$ cat config.mk
export PLATFORM = sky130hd
export DESIGN_NAME = cmp_table_loader
export DESIGN_NICKNAME = d
export VERILOG_FILES = /design/src/rtl/cmp_table_loader_pkg.sv /design/src/rtl/cmp_table_loader_idle.sv /design/src/rtl/cmp_table_loader.sv
export SDC_FILE = /design/constraint.sdc
export NUM_CORES = 1
export LEC_CHECK = 0
export BUFFER_PORTS_ARGS = -buffer_cell sky130_fd_sc_hd__buf_2
export CAP_MARGIN = 10
export CORE_MARGIN = 5
export CORE_UTILIZATION = 49
export CTS_CLUSTER_SIZE = 40
export DETAILED_ROUTE_END_ITERATION = 8
export GPL_TIMING_DRIVEN = 0
export PLACE_DENSITY_LB_ADDON = 0.08
export SLEW_MARGIN = 20
export SYNTH_ARGS = -nofsm -noshare
export SYNTH_HDL_FRONTEND = slang
export SYNTH_SLANG_ARGS = --single-unit
$ cat constraint.sdc
create_clock -name clk -period 2.4 [get_ports clk]
set_input_delay 0.48 -clock clk [delete_from_list [all_inputs] [get_ports clk]]
set_output_delay 0.48 -clock clk [all_outputs]
set_load 0.005 [all_outputs]
$ cat src/rtl/cmp_table_loader_pkg.sv
// rtl/cmp_table_loader_pkg.sv - shared widths and sequencer state encoding for the comparator table loader
package cmp_table_loader_pkg;

  localparam int HASH_W_DEF  = 35;
  localparam int ADDR_W_DEF  = 12;
  localparam int N_CORES_DEF = 4;

  typedef enum logic [2:0] {
    ST_IDLE  = 3'd0,
    ST_HOLD  = 3'd1,
    ST_WRITE = 3'd2,
    ST_DONE  = 3'd3,
    ST_ERROR = 3'd4
  } ld_state_e;

  // Cores stay frozen from the start of a load until it completes, and forever after a fault.
  function automatic logic holds_cores(ld_state_e s);
    return (s == ST_HOLD) || (s == ST_WRITE) || (s == ST_ERROR);
  endfunction

endpackage

$ cat src/rtl/cmp_table_loader_idle.sv
// rtl/cmp_table_loader_idle.sv - all_idle_filter: all cores idle for two consecutive cycles while enabled
module all_idle_filter
  import cmp_table_loader_pkg::*;
#(
  parameter int N_CORES = N_CORES_DEF
) (
  input  logic               clk,
  input  logic               rst,
  input  logic               en_i,
  input  logic [N_CORES-1:0] core_idle_i,
  output logic               ok_o
);

  logic [1:0] cnt_q, cnt_d;

  always_comb begin
    cnt_d = cnt_q;
    if (!en_i || !(&core_idle_i)) begin
      cnt_d = 2'd0;
    end else if (cnt_q != 2'd2) begin
      cnt_d = cnt_q + 2'd1;
    end
  end

  always_ff @(posedge clk) begin
    if (rst) begin
      cnt_q <= 2'd0;
    end else begin
      cnt_q <= cnt_d;
    end
  end

  assign ok_o = (cnt_q == 2'd2);

endmodule

$ cat src/rtl/cmp_table_loader.sv
// rtl/cmp_table_loader.sv - freezes comparator cores, copies a sorted hash config into the table RAM, releases cores
module cmp_table_loader
  import cmp_table_loader_pkg::*;
#(
  parameter int HASH_W  = HASH_W_DEF,
  parameter int ADDR_W  = ADDR_W_DEF,
  parameter int N_CORES = N_CORES_DEF
) (
  input  logic               clk,
  input  logic               rst,
  input  logic               new_cmp_config,
  input  logic               cfg_empty,
  output logic               cfg_rd_en,
  input  logic               cfg_hash_valid,
  input  logic               cfg_hash_end,
  input  logic [HASH_W-1:0]  cfg_hash,
  input  logic [ADDR_W-1:0]  cfg_hash_addr,
  input  logic [N_CORES-1:0] core_idle,
  output logic [N_CORES-1:0] core_hold,
  output logic               ram_wr_en,
  output logic [ADDR_W-1:0]  ram_wr_addr,
  output logic [HASH_W:0]    ram_wr_data,
  output logic               config_applied,
  output logic               table_ready,
  output logic               error
);

  ld_state_e          state_q, state_d;
  logic               new_q;
  logic               pending_q, pending_d;
  logic [ADDR_W-1:0]  exp_q, exp_d;
  logic               wrapped_q, wrapped_d;
  logic               wr_en_q, wr_en_d;
  logic [ADDR_W-1:0]  wr_addr_q, wr_addr_d;
  logic [HASH_W:0]    wr_data_q, wr_data_d;
  logic [N_CORES-1:0] hold_q;
  logic               applied_q, ready_q, error_q;
  logic               cfg_edge, idle_ok;

  // new_q resets to 0, so a level already high out of reset is seen as an edge.
  assign cfg_edge = new_cmp_config & ~new_q;

  all_idle_filter #(
    .N_CORES (N_CORES)
  ) u_idle_filter (
    .clk         (clk),
    .rst         (rst),
    .en_i        (state_q == ST_HOLD),
    .core_idle_i (core_idle),
    .ok_o        (idle_ok)
  );

  always_comb begin
    state_d   = state_q;
    pending_d = pending_q;
    exp_d     = exp_q;
    wrapped_d = wrapped_q;
    wr_en_d   = 1'b0;
    wr_addr_d = wr_addr_q;
    wr_data_d = wr_data_q;
    cfg_rd_en = 1'b0;
    case (state_q)
      ST_IDLE: begin
        if (cfg_edge || pending_q) begin
          state_d   = ST_HOLD;
          pending_d = 1'b0;
        end
      end
      ST_HOLD: begin
        exp_d     = '0;
        wrapped_d = 1'b0;
        if (idle_ok) state_d = ST_WRITE;
      end
      ST_WRITE: begin
        cfg_rd_en = ~cfg_empty & ~rst;
        if (cfg_rd_en) begin
          // Rows must arrive densely from address 0; anything else corrupts the table.
          if ((cfg_hash_addr != exp_q) || (wrapped_q && !cfg_hash_end)) begin
            state_d = ST_ERROR;
          end else begin
            wr_en_d   = 1'b1;
            wr_addr_d = cfg_hash_addr;
            wr_data_d = {cfg_hash_valid, cfg_hash};
            exp_d     = exp_q + ADDR_W'(1);
            if (exp_q == '1) wrapped_d = 1'b1;
            if (cfg_hash_end) state_d = ST_DONE;
          end
        end
      end
      ST_DONE: begin
        state_d = ST_IDLE;
        if (cfg_edge) pending_d = 1'b1;
      end
      ST_ERROR: begin
        state_d = ST_ERROR;
      end
      default: begin
        state_d = ST_IDLE;
      end
    endcase
  end

  always_ff @(posedge clk) begin
    if (rst) begin
      state_q   <= ST_IDLE;
      new_q     <= 1'b0;
      pending_q <= 1'b0;
      exp_q     <= '0;
      wrapped_q <= 1'b0;
      wr_en_q   <= 1'b0;
      wr_addr_q <= '0;
      wr_data_q <= '0;
      hold_q    <= '0;
      applied_q <= 1'b0;
      ready_q   <= 1'b0;
      error_q   <= 1'b0;
    end else begin
      state_q   <= state_d;
      new_q     <= new_cmp_config;
      pending_q <= pending_d;
      exp_q     <= exp_d;
      wrapped_q <= wrapped_d;
      wr_en_q   <= wr_en_d;
      wr_addr_q <= wr_addr_d;
      wr_data_q <= wr_data_d;
      hold_q    <= {N_CORES{holds_cores(state_d)}};
      applied_q <= (state_d == ST_DONE);
      ready_q   <= (state_d == ST_DONE) || (ready_q && (state_d == ST_IDLE));
      error_q   <= (state_d == ST_ERROR);
    end
  end

  assign core_hold      = hold_q;
  assign ram_wr_en      = wr_en_q;
  assign ram_wr_addr    = wr_addr_q;
  assign ram_wr_data    = wr_data_q;
  assign config_applied = applied_q;
  assign table_ready    = ready_q;
  assign error          = error_q;

endmodule

==> metrics.txt, run 1 <==
area post-placement=between 3000 and 4000 um2; Skew-Pair Late Insertion Delay=0.34 ns; Starting Density=between 40% and 50%; DRC Markers=0; LEAKAGE=1.81 nW; Crit Reg-Reg Startpoint=state_q[0]; RSZ-0062 raised after global routing=false; Chip Width=around 90 um; routed wire length=7.81 mm; fmax=about 450 MHz; Core Box Area=~6300 um2; Bufs on Longest Clock Path=2; post-DP HPWL=about 5.9 mm; clock skew=roughly 0.011 ns; Final Instance Area=4060 um2; first-pass GRT wire length=between 10 and 15 mm; Synth Flop Type=dfxtp_1; antenna fix cells=0; register area share after synthesis=between 40% and 50%; most common library cell in the layout ignoring fill and taps=buf_2; CTS Buf Count=9; Hold Buf Count CTS=0; Area growth, synth to finish=29.1%; synthesized area=between 3000 and 4000 um2; Vias/cell=between 5 and 6; Post-CTS Resized=0; vias in the first global route=between 2,000 and 3,000; CP startpoint=state_q[0]; row count=29; worst hold-check path type=input port to register; # clock sinks=73; r2r setup slk=a little under 0.2 ns; Max Slew Vio Count=0; Root Driver=clkbuf_8; gr ovfl total=0; number of fill cells in the layout=583; Final Hold Viols=0; H-tree levels=3; Multi-input gate area=between 1500 and 2000 um2; initial antenna violation count=0; Max FO, Critical Path=10; pwr/cell area=between 600 and 700 nW/um2; YS warnings=0; post-layout util=around 64%; full die area=about 8100 um2; register area=~1500 um2; CP startpoint kind=register; drt wl/cell=around 14 um; Critical Setup Path Class=register to register; CTS tree=built; Worst-Margin Slew=around 0.53 ns; worst ir drop on vdd=~0.42 mV; number of synthesized flops with an enable pin=0; Req. time, crit path=2.60 ns; Net Count, Synth=between 400 and 500; PortBufs=113; Die Y=roughly 90 um; CTS clk-pin slew, worst paths=approximately 0.080 ns; Critical path destination=ram_wr_addr[2]; Initial DRT Pass Iterations=4; Initial DRC Count=126; unique cell type count in the Yosys netlist=41; post-route antenna net violation count=0; Setup violations, final=0; largest net degree at the start of global routing=13; routability congestion estimate=0.851; Final nets=between 500 and 600; fin crit share=91.8%; overall global routing resource usage=a little under a fifth; Syn Inst Count=370; Seq cells post-synth=73; Worst R2R Path Depth=6; crit path DAT=2.40 ns; min Tclk post-route=2.20 ns; fraction of layout cells with a size suffix above 1=28.9%; asr flop ratio synth=0%; CP endpoint kind=register; Post CTS Setup Buffer Count=0; max_slew headroom=approximately 64%; I/O pin count=114; status=complete, no violations; Via Count=2,910; Tot Pwr=2.56 mW; commonest cells after routing, fill and taps aside=113 x buf_2, 73 x dfxtp_1, 62 x nand2_1; reg2reg end=ram_wr_addr[2]; Syn Area/Cell=approximately 8.5 um2; max-cap violations=0
-- per-layer routing --
metal	GRT usage (%)	routed length (um)	share of wire [%]	vias to the layer above
met3	4.42	487	6.2	12
li1	-	-	-	1493
met5	0	0	0	-
met4	7.20	129	1.7	0
met2	29.7	3500	45	87
met1	26.0	3690	47	1318
-- worst min path at each step --
stage               cells after the start              end    startpoint
floorplan                               1        wrapped_q     wrapped_q
global placement                        1        wrapped_q     wrapped_q
detailed placement                      1        wrapped_q     wrapped_q
CTS                                     3  ram_wr_data[14]  cfg_hash[14]
global route                            3  ram_wr_data[25]  cfg_hash[25]
finish                                  3  ram_wr_data[24]  cfg_hash[24]
-- where the power goes --
part	total (mW)	internal, mW	leakage (nW)	switching (mW)
Sequential	1.22	1.21	0.588	0.00199
Combinational	0.147	0.0770	1.10	0.0697
Clock	1.20	0.750	0.127	0.449
-- registers in the layout (all words and copies together), names as in the netlist --
name	flops
ram_wr_addr	12
new_q	1
wrapped_q	1
state_q	3
ram_wr_data	36
pending_q	1
u_idle_filter.cnt_q	2
table_ready	1
exp_q	12
ram_wr_en	1
error	1
config_applied	1
core_hold	1
-- cell type report --
cell class	instances	share of cell area (%)
Buffer	23	3.33
Inverter	7	0.647
Clock buffer	12	3.82
Timing Repair Buffer	113	13.9
Sequential cell	73	36.0
Clock inverter	4	2.43
Multi-Input combinational cell	267	37.5
Tap cell	77	2.37
-- critical path: stages, from the launching register on --
cell	delay [ns]
dfxtp_1	0.31
buf_6	0.13
nand2b_4	0.14
or4_4	0.46
nor4_4	0.49
buf_1	0.38
o21ai_0	0.17
-- synthesized netlist by cell type, types with 2 or more instances --
cell	instances	area, um2
a21oi_1	6	30.0
o21ai_1	2	10.0
nand2b_1	50	313
a31o_1	2	17.5
or3_1	8	50.1
a2111oi_0	3	26.3
inv_1	7	26.3
and2_1	3	18.8
clkbuf_1	12	45.0
buf_4	9	67.6
buf_6	2	22.5
nand2_1	62	233
dfxtp_1	73	1460
nor2b_1	6	37.5
and3_1	3	18.8
nand3_1	4	20.0
xor2_1	5	43.8
xnor2_1	7	61.3
nor2_1	17	63.8
nor4_1	2	12.5
nand4_1	6	37.5
o21ai_0	52	260
o211ai_1	2	15.0
mux2i_1	6	60.1
ha_1	2	25.0
nor3_1	4	20.0
-- stage by stage --
stage                     setup WS, ns  TNS (ns)  instances  hold WS, ns
final                            0.198         0        576        0.331
after global routing            0.0214         0        576        0.321
after CTS                        0.138         0        576        0.317
after detailed placement       -0.0492    -0.197        560        0.445
after floorplan                  0.384         0        370        0.433
after global placement         -0.0518    -0.292        560        0.442
-- cell families after synthesis --
logic type / synth area share (%)
XOR/XNOR: 3.34
AO/OA/AOI/OAI: 13.2
multiplexers: 2.27
adder cells (fa/ha/maj): 1.11
flip-flops: 46.4
buffers and inverters: 5.13
AND/OR/NAND/NOR: 28.5
Note: power is estimated with default switching activity, not from simulation.
==> run 2: changes to the inputs <==
--- a/config.mk
+++ b/config.mk
@@ -7,2 +7,3 @@
 export LEC_CHECK = 0
+export ABC_AREA = 1
 export BUFFER_PORTS_ARGS = -buffer_cell sky130_fd_sc_hd__buf_2
@@ -11,2 +12,3 @@
 export CORE_UTILIZATION = 49
+export CTS_CLUSTER_DIAMETER = 200
 export CTS_CLUSTER_SIZE = 40
==> constraint.sdc (replaced) <==
create_clock -name clk -period 2.4 [get_ports clk]
set_input_delay 0.36 -clock clk [delete_from_list [all_inputs] [get_ports clk]]
set_output_delay 0.36 -clock clk [all_outputs]
set_load 0.005 [all_outputs]
==> run 2 against run 1 <==
Area after synthesis grew 1.2%. Clock skew down 0.0029 ns. Critical path depth up 1. Power decreased by 5.8%. Critical endpoint is now wrapped_q. Sequential share of layout area about the same. Highest routed layer unchanged. Synthesized cell count up 22%.
==> metrics.txt, run 2 <==
status=complete, no violations; Vias/cell=4.87 (-3.7%); Core Box Area=6350 um2 (+0.57%); top cell type by total area after synthesis=dfxtp_1; Critical Setup Path Class=register to register; Skew-Pair Late Insertion Delay=0.33 ns (about the same); max-cap violations=0 (unchanged); CTS tree=built; Sum Neg Setup Slack=0 ns (unchanged); post-synthesis mux area share=0% (-2.3 points); grt met3 use=5.25% (+0.83 points); Syn Area/Cell=7.08 um2 (-17%); clock skew=0.00853 ns (-0.00291 ns); crit path DAT=2.16 ns (-0.24 ns); DRC Markers=0 (unchanged); row count=29 (unchanged); Chip Width=90.6 um (+0.55%); CTS clk-pin slew, worst paths=0.08 ns (about the same); RSZ-0062 raised after global routing=false; Req. time, crit path=2.65 ns (+0.05 ns); reg2reg end=wrapped_q; Worst R2R Path Depth=7 (+1); Hold Buf Count CTS=0 (unchanged); Worst-Margin Slew=0.563 ns (+0.0290 ns); CP endpoint kind=register; I/O pin count=114 (unchanged); cells along the critical path=ha_1 -> nand3_1 -> nor3_1 -> nand2_1 -> a21oi_1 -> nand3_1 -> a21oi_1; post-DP HPWL=6.24 mm (+6.7%); initial antenna violation count=0 (unchanged); CP startpoint kind=register; YS warnings=0 (unchanged); Seq cells post-synth=73 (unchanged); Initial DRT Pass Iterations=4 (unchanged); vias in the first global route=3,168 (+14%); routed wire length=8.15 mm (+4.4%); worst ir drop on vdd=0.418 mV (-1.1%); pwr/cell area=594 nW/um2 (-5.8%); min Tclk post-route=1.91 ns (-0.297 ns); post-synthesis compound-gate area fraction=5.07% (-8.1 points); antenna fix cells=0 (unchanged); largest net degree at the start of global routing=14 (+1); Post-CTS Resized=0 (unchanged); Max Slew Vio Count=0 (unchanged); Area growth, synth to finish=27.6%; PortBufs=113 (unchanged); max_slew headroom=62.5% (-1.8 points); Setup violations, final=0 (unchanged); kind of cell adding the most delay to the critical path=simple AND/OR/NAND/NOR gates; Synth Area in XOR/XNOR=2.47% (-0.87 points); fmax=525 MHz (+16%); CP startpoint=exp_q[0]; CTS Buf Count=9 (unchanged); first-pass GRT wire length=14.0 mm (+6.7%); asr flop ratio synth=0% (unchanged); Synth top cells by count=157 x nand2_1, 73 x dfxtp_1, 69 x nand3_1; Net Count, Synth=509 (+19%); adder-cell share of the synthesized area=0.786% (-0.33 points); Critical path destination=wrapped_q; # clock sinks=73 (unchanged); post-layout util=64.0% (-0.33 points); Initial DRC Count=175 (+39%); Starting Density=50.2% (+0.33 points); number of synthesized flops with an enable pin=0 (unchanged); max reg flops=36 (unchanged); critical path depth=7 (+1); overall global routing resource usage=20.3% (+1.1 points); Synth top area share=45.9% (-0.57 points); worst hold-check path type=input port to register; drt wl/cell=12.4 um (-8.3%); Die Y=90.6 um (+0.55%); Final nets=633 (+14%); Syn Inst Count=450 (+22%); commonest cells after routing, fill and taps aside=157 x nand2_1, 118 x buf_2, 73 x dfxtp_1; Post CTS Setup Buffer Count=0 (unchanged); Root Driver=clkbuf_8; crit path max-delay cell type=dfxtp_1; Synth Flop Type=dfxtp_1; ranking of synthesized cells by area=dfxtp_1 46%, nand2_1 18%, nand3_1 11%, nor2_1 4.0%, inv_1 3.4%; Simple-Gate Fraction of Synth Area=37.1% (+8.6 points); Via Count=3,192 (+9.7%); full die area=8210 um2 (+1.1%); routability congestion estimate=0.894 (+5.0%); most numerous cell in the Yosys netlist=nand2_1; register area share after synthesis=45.9% (-0.57 points); fin crit share=79.4% (-12 points); largest family of logic cells by synthesized area=simple AND/OR/NAND/NOR gates; unique cell type count in the Yosys netlist=26 (-37%); Bufs on Longest Clock Path=2 (unchanged); post-route antenna net violation count=0 (unchanged); most common library cell in the layout ignoring fill and taps=nand2_1; grt met1 use=25.1% (-0.99 points); fraction of layout cells with a size suffix above 1=26.4% (-2.4 points); Max FO, Critical Path=7 (-3); LEAKAGE=2.06 nW (+13%); Final Hold Viols=0 (unchanged); Max stage delay on crit path=0.47 ns (-0.02 ns); H-tree levels=3 (unchanged); synthesized area=3190 um2 (+1.2%); gr busiest metal=met2; Crit Reg-Reg Startpoint=exp_q[0]; gr ovfl total=0 (unchanged); routing usage on met2=33.7% (+4.0 points); worst path bufs/invs=0 (-2); r2r setup slk=0.49 ns (+0.30 ns)
## run 2: cell type report
| class | count | area, um2 |
|---|---|---|
| Inverter | 35 | 131 |
| Tap cell | 77 | 96.3 |
| Sequential cell | 73 | 1460 |
| Buffer | 24 | 145 |
| Fill cell | 602 | 2280 |
| Timing Repair Buffer | 113 | 566 |
| Clock inverter | 6 | 90.1 |
| Multi-Input combinational cell | 318 | 1450 |
| Clock buffer | 10 | 128 |
## run 2: logic make-up after synthesis
kind of cell / Yosys count
and+or+nand+nor: 276
DFF: 73
buffers and inverters: 59
AOI/OAI and AO/OA: 31
xor gates and xnor gates: 9
adders and majority gates: 2
## run 2: stage by stage
step	setup WS [ns]	hold slack, ns	area [um2]	total power [mW]	std cells
finish	0.495	0.219	4070	2.41	656
global route	0.233	0.207	4070	2.52	656
CTS	0.526	0.201	4070	2.44	656
detailed placement	0.524	0.452	3850	1.39	640
global placement	0.579	0.448	3850	1.39	640
floorplan	0.891	0.439	3190	1.31	450
## run 2: worst min-delay path by stage
stage                          startpoint               to  slack [ns]  depth (start not counted)
after floorplan                 wrapped_q        wrapped_q        0.44                          2
after global placement    ram_wr_data[21]  ram_wr_data[21]        0.45                          2
after detailed placement  ram_wr_data[30]  ram_wr_data[30]        0.45                          2
after CTS                    cfg_hash[28]  ram_wr_data[28]        0.20                          3
after global routing          cfg_hash[0]   ram_wr_data[0]        0.21                          3
final                        cfg_hash[33]  ram_wr_data[33]        0.22                          3
## run 2: tightest hold or removal path, cell delays in order
cell,delay (ns)
buf_2,0.07
nand2_1,0.04
nand2_1,0.05
## run 2: where the power goes
group | internal (mW) | total, mW | switching [mW]
Combinational | 0.0640 | 0.143 | 0.0794
Clock | 0.592 | 1.05 | 0.462
Sequential | 1.21 | 1.22 | 0.00284
Total | 1.87 | 2.41 | 0.544
## run 2: per-layer routing
metal | wire length [um] | up-vias
met5 | 0 | -
met1 | 3580 | 1411
met3 | 582 | 8
met2 | 3870 | 96
li1 | - | 1677
met4 | 116 | 0
